[src/rtl/semicpu_pkg.sv]
// Shared SemiCPU definitions: step pulse generator state encoding and display widths.
package semicpu_pkg;

  typedef enum logic [2:0] {
    ST_IDLE       = 3'd0,
    ST_PRESS_DB   = 3'd1,
    ST_HELD       = 3'd2,
    ST_REPEAT     = 3'd3,
    ST_RELEASE_DB = 3'd4
  } state_t;

  localparam int STEP_CNT_W = 8;

endpackage

[src/rtl/sync_2ff.sv]
// Two-flop synchronizer for a slow asynchronous level (buttons), synchronous active-high reset.
module sync_2ff (
  input  logic clk,
  input  logic rst,
  input  logic d,
  output logic s
);

  logic q1;

  always_ff @(posedge clk) begin
    if (rst) begin
      q1 <= 1'b0;
      s  <= 1'b0;
    end else begin
      q1 <= d;
      s  <= q1;
    end
  end

endmodule

[src/rtl/step_pulse_gen.sv]
// Turns the raw CONTROL push-button into a clean one-cycle STEP strobe for the program
// counter, with optional hold-to-repeat. DEBOUNCE_CYCLES must be >= 2.
module step_pulse_gen
  import semicpu_pkg::*;
#(
  parameter int DEBOUNCE_CYCLES = 1000000,
  parameter int HOLD_CYCLES     = 50000000,
  parameter int REPEAT_CYCLES   = 20000000,
  parameter int CNT_W           = 26
) (
  input  logic                  CLK,
  input  logic                  RESET,
  input  logic                  BTN_IN,
  input  logic                  REPEAT_EN,
  output logic                  STEP,
  output logic                  BTN_LEVEL,
  output logic [STEP_CNT_W-1:0] STEP_COUNT,
  output logic [2:0]            state_dbg
);

  localparam logic [CNT_W-1:0] DB_LAST   = CNT_W'(DEBOUNCE_CYCLES - 1);
  localparam logic [CNT_W-1:0] HOLD_LAST = CNT_W'(HOLD_CYCLES - 1);
  localparam logic [CNT_W-1:0] REP_LAST  = CNT_W'(REPEAT_CYCLES - 1);
  localparam logic [CNT_W-1:0] CNT_ONE   = CNT_W'(1);

  state_t           state;
  state_t           state_nxt;
  logic [CNT_W-1:0] cnt;
  logic [CNT_W-1:0] cnt_nxt;
  logic             step_nxt;
  logic             level_nxt;
  logic             s;

  sync_2ff u_sync (
    .clk (CLK),
    .rst (RESET),
    .d   (BTN_IN),
    .s   (s)
  );

  always_ff @(posedge CLK) begin
    if (RESET) begin
      state      <= ST_IDLE;
      cnt        <= '0;
      STEP       <= 1'b0;
      BTN_LEVEL  <= 1'b0;
      STEP_COUNT <= '0;
    end else begin
      state     <= state_nxt;
      cnt       <= cnt_nxt;
      STEP      <= step_nxt;
      BTN_LEVEL <= level_nxt;
      if (step_nxt) STEP_COUNT <= STEP_COUNT + 1'b1;
    end
  end

  // Release (s low) always outranks timer expiry, so a letting-go edge never steps.
  always_comb begin
    state_nxt = state;
    cnt_nxt   = cnt;
    step_nxt  = 1'b0;
    level_nxt = BTN_LEVEL;
    case (state)
      ST_IDLE: begin
        level_nxt = 1'b0;
        if (s) begin
          state_nxt = ST_PRESS_DB;
          cnt_nxt   = '0;
        end
      end
      ST_PRESS_DB: begin
        if (!s) begin
          state_nxt = ST_IDLE;
          cnt_nxt   = '0;
        end else if (cnt == DB_LAST) begin
          state_nxt = ST_HELD;
          cnt_nxt   = '0;
          step_nxt  = 1'b1;
          level_nxt = 1'b1;
        end else begin
          cnt_nxt = cnt + CNT_ONE;
        end
      end
      ST_HELD: begin
        if (!s) begin
          state_nxt = ST_RELEASE_DB;
          cnt_nxt   = '0;
        end else if (!REPEAT_EN) begin
          cnt_nxt = '0;
        end else if (cnt == HOLD_LAST) begin
          state_nxt = ST_REPEAT;
          cnt_nxt   = '0;
          step_nxt  = 1'b1;
        end else begin
          cnt_nxt = cnt + CNT_ONE;
        end
      end
      ST_REPEAT: begin
        if (!s) begin
          state_nxt = ST_RELEASE_DB;
          cnt_nxt   = '0;
        end else if (!REPEAT_EN) begin
          state_nxt = ST_HELD;
          cnt_nxt   = '0;
        end else if (cnt == REP_LAST) begin
          cnt_nxt  = '0;
          step_nxt = 1'b1;
        end else begin
          cnt_nxt = cnt + CNT_ONE;
        end
      end
      ST_RELEASE_DB: begin
        if (s) begin
          state_nxt = ST_HELD;
          cnt_nxt   = '0;
        end else if (cnt == DB_LAST) begin
          state_nxt = ST_IDLE;
          cnt_nxt   = '0;
          level_nxt = 1'b0;
        end else begin
          cnt_nxt = cnt + CNT_ONE;
        end
      end
      default: begin
        state_nxt = ST_IDLE;
        cnt_nxt   = '0;
        level_nxt = 1'b0;
      end
    endcase
  end

  assign state_dbg = state;

endmodule

[config.mk]
export PLATFORM = sky130hd
export DESIGN_NAME = step_pulse_gen
export DESIGN_NICKNAME = d
export VERILOG_FILES = /design/src/rtl/semicpu_pkg.sv /design/src/rtl/sync_2ff.sv /design/src/rtl/step_pulse_gen.sv
export SDC_FILE = /design/constraint.sdc
export NUM_CORES = 1
export LEC_CHECK = 0
export ABC_CLOCK_PERIOD_IN_PS = 2900
export BUFFER_PORTS_ARGS = -buffer_cell sky130_fd_sc_hd__buf_4
export CAP_MARGIN = 20
export CORE_ASPECT_RATIO = 1.5
export CORE_UTILIZATION = 60
export CTS_CLUSTER_DIAMETER = 100
export CTS_CLUSTER_SIZE = 28
export DETAILED_ROUTE_END_ITERATION = 16
export PLACE_DENSITY = 0.78
export SYNTH_ARGS = -nofsm -noshare
export SYNTH_HDL_FRONTEND = slang
export SYNTH_SLANG_ARGS = --single-unit
[constraint.sdc]
create_clock -name CLK -period 2.9 [get_ports CLK]
set_input_delay 0.29 -clock CLK [delete_from_list [all_inputs] [get_ports CLK]]
set_output_delay 0.29 -clock CLK [all_outputs]
set_load 0.1 [all_outputs]
==> flow_summary_export.csv <==
group,metric,value,unit
outcome,run_status,"finished, final reports clean",
layout,layout_commonest_cell,"dfxtp_1",
drt,remaining_drc_errors,0,
layout,mostFrequentLayoutCells,"dfxtp_1 (41), nand2_1 (29), buf_4 (21)",
die,die_h,79.01,um
synth,yosys_warnings,0,
timing,setup_viol,0,
min_path,min_path_type,"input port to register",
synth,ys_seq_elements,41,
drt,wl_per_cell,16.31,um
drt,ant_nets,0,
clock_network,cts_resized,0,
global_route,grt_first_pass_wirelength,9384,um
global_route,grt_max_degree,44,
setup_path,crit_type,"register to register",
setup_path,cp.arrival,2.82,ns
synth,synthArstFlopShare,0,%
clock_network,cts_tree,"done",
drt,via_per_inst,6.686,
timing,tightest_slew,0.8242,ns
clock_network,ctsHoldBuffers,0,
placed_design,gpl.final_weighted_congestion,0.8773,
synth,yosysTopAreaCellShare,34.60,%
layout,final_util,69.53,%
synth,synthTopCellsByArea,"dfxtp_1 (35%), a31oi_1 (5.3%), nand2_1 (4.6%)",
timing,fmax,0.3794,GHz
timing,worst_clock_skew,0.005424,ns
drt,dr.pass1.iters,5,
clock_network,clk_pin_slew,0.08,ns
timing,drv_slew,0,
timing,relSlewSlack,44.85,%
clock_network,clock_latency,0.29,ns
clock_network,cts.sinks,41,
pwr,leakage,0.8481,nW
synth,synth_area_leader_cell,"dfxtp_1",
setup_path,crit_path_start_kind,"register",
drt,num_vias,2320,
setup_path,cp_data_required_time,3.08,ns
setup_path,cp-end-kind,"register",
global_route,first_global_vias,2051,
global_route,grt_antenna_before_repair,0,
layout,drive_above_1_share,15.46,%
clock_network,cts_buffer_depth,2,
drt,dr.first_iter.drc_count,104,
die,die_x,53.34,um
placed_design,port-buffer-count,16,
synth,ys_seq_area_share,34.60,%
job,cap_violations,0,
layout,n_antenna_cell,0,
timing,rsz0062_at_grt,"false",
synth,avgSynthCellArea,8.097,sq um
die,core-area,3716,sq um
timing,final_hold_viol_count,0,
setup_path,startpoint,"cnt[0]",
layout,nets,311,
synth,synth_flop_cell,"dfxtp_1",
synth,synth_edf_count,0,
synth,netlist_area,2372,sq um
clock_network,numCtsBuffers,5,
synth,synthCells,293,
clock_network,cts_setup_buffers,0,
die,start_util,63.84,%
die,std_cell_rows,27,
setup_path,r2r-start,"cnt[0]",
pwr,vdd_drop_max,0.3363,mV
clock_network,cts.htree.levels,2,
timing,finalSetupTns,0,ns
timing,min_period,2.636,ns
timing,period_share,90.88,%
pwr,finalPower,979.0,uW
drt,wirelength,5658,um
die,dieArea,4214,sq um
clock_network,clockRootBuffer,"clkbuf_8",
layout,synthToLayoutAreaGrowth,8.914,%
global_route,grt_usage,29.65,%
pwr,power_density,378.9,nW/um^2
die,ios,17,
global_route,grt-ovfl-total,0,
placed_design,place_hpwl,3909,um
synth,synth_fp_nets,299,
synth,synthDistinctLibCells,56,
setup_path,worstPathMaxFanout,8,
min_path,hp-start,"BTN_IN",
-- kinds of logic (layout without fill, tap and decap cells) --
logic type / after synthesis / count (layout) / share of synthesized area (%)
adders and majority gates: 2 / 2 / 1.055
AOI/OAI and AO/OA: 67 / 67 / 19.57
buffers and inverters: 23 / 34 / 4.219
DFF: 41 / 41 / 34.60
and+or+nand+nor: 152 / 152 / 36.97
muxes: 6 / 6 / 2.848
xor gates and xnor gates: 2 / 2 / 0.7385
-- sequential cells by signal, indices dropped and copies added, names as in the netlist --
signal      cells
STEP            1
state_dbg       3
u_sync.s        1
STEP_COUNT      8
cnt            26
u_sync.q1       1
BTN_LEVEL       1
-- layout make-up --
cell class | count | area [sq um]
clock inverter | 1 | 5.005
fill | 328 | 1132
multi-input combinational | 229 | 1451
clock buffer | 5 | 68.82
tap | 43 | 53.80
sequential | 41 | 820.8
inverter | 7 | 26.28
timing repair buffer | 21 | 157.7
-- worst paths after layout --
check	endpoint	slack, ns	depth (start not counted)
worst min-delay path	u_sync.q1	0.22	2
worst max register to register	cnt[24]	0.26	7
worst min register to register	u_sync.s	0.45	1
worst max-delay path	cnt[24]	0.26	7
-- layer usage --
layer  part of all wire, %  track usage [%]  wire length [um]  vias to the layer above
met1                    43            37.31              2449                     1105
met5                     0                0                 0                        -
li1                      -                -                 -                     1141
met3                   4.3            4.789               241                       11
met2                    51            48.13              2862                       63
met4                   1.9            13.16               105                        0
-- critical path, cell delays in order (launching register included) --
cell     delay (ns)
dfxtp_1        0.39
ha_1           0.24
nand3_2        0.15
or4_1          0.69
nor4_1         0.41
nand3_1        0.16
and4_4         0.22
a211o_1        0.26
-- cell usage after synthesis, types with 2 or more instances --
| cell type | count |
|---|---|
| nand2_1 | 29 |
| o21ai_0 | 8 |
| or4_1 | 3 |
| inv_1 | 6 |
| a211o_1 | 4 |
| nor2b_1 | 9 |
| nand2b_1 | 2 |
| nor3b_1 | 3 |
| nor3_1 | 8 |
| buf_2 | 4 |
| and4_4 | 2 |
| o311ai_0 | 2 |
| mux2_2 | 6 |
| nand4_1 | 15 |
| or4_4 | 2 |
| nand3_1 | 18 |
| dfxtp_1 | 41 |
| nand4b_1 | 2 |
| a2111oi_0 | 2 |
| nor4_1 | 8 |
| nor2_1 | 20 |
| a21oi_1 | 15 |
| o21ai_4 | 2 |
| a211oi_1 | 2 |
| a41oi_1 | 2 |
| or2_2 | 2 |
| and4_1 | 2 |
| nor4b_1 | 2 |
| ha_1 | 2 |
| clkbuf_1 | 9 |
| and3_1 | 3 |
| a31oi_1 | 20 |
| xnor2_1 | 2 |
| o211ai_1 | 2 |
| and2_1 | 2 |
| or3_1 | 12 |
-- stage by stage --
stage	hold WS, ns	std cells	setup WS (ns)	area [sq um]
global route	0.2081	347	0.1723	2584
floorplan	0.4138	293	0.08781	2372
global placement	0.4151	341	0.4545	2510
finish	0.2169	347	0.2645	2584
CTS	0.2144	347	0.3087	2584
detailed placement	0.4295	341	0.3343	2510
-- report_power, final --
part	internal, mW	switching [mW]	total, mW
registers	0.569	0.0112	0.580
clock network	0.158	0.184	0.342
logic	0.0167	0.0396	0.0563
total	0.744	0.235	0.979
Note: power is estimated with default switching activity, not from simulation.
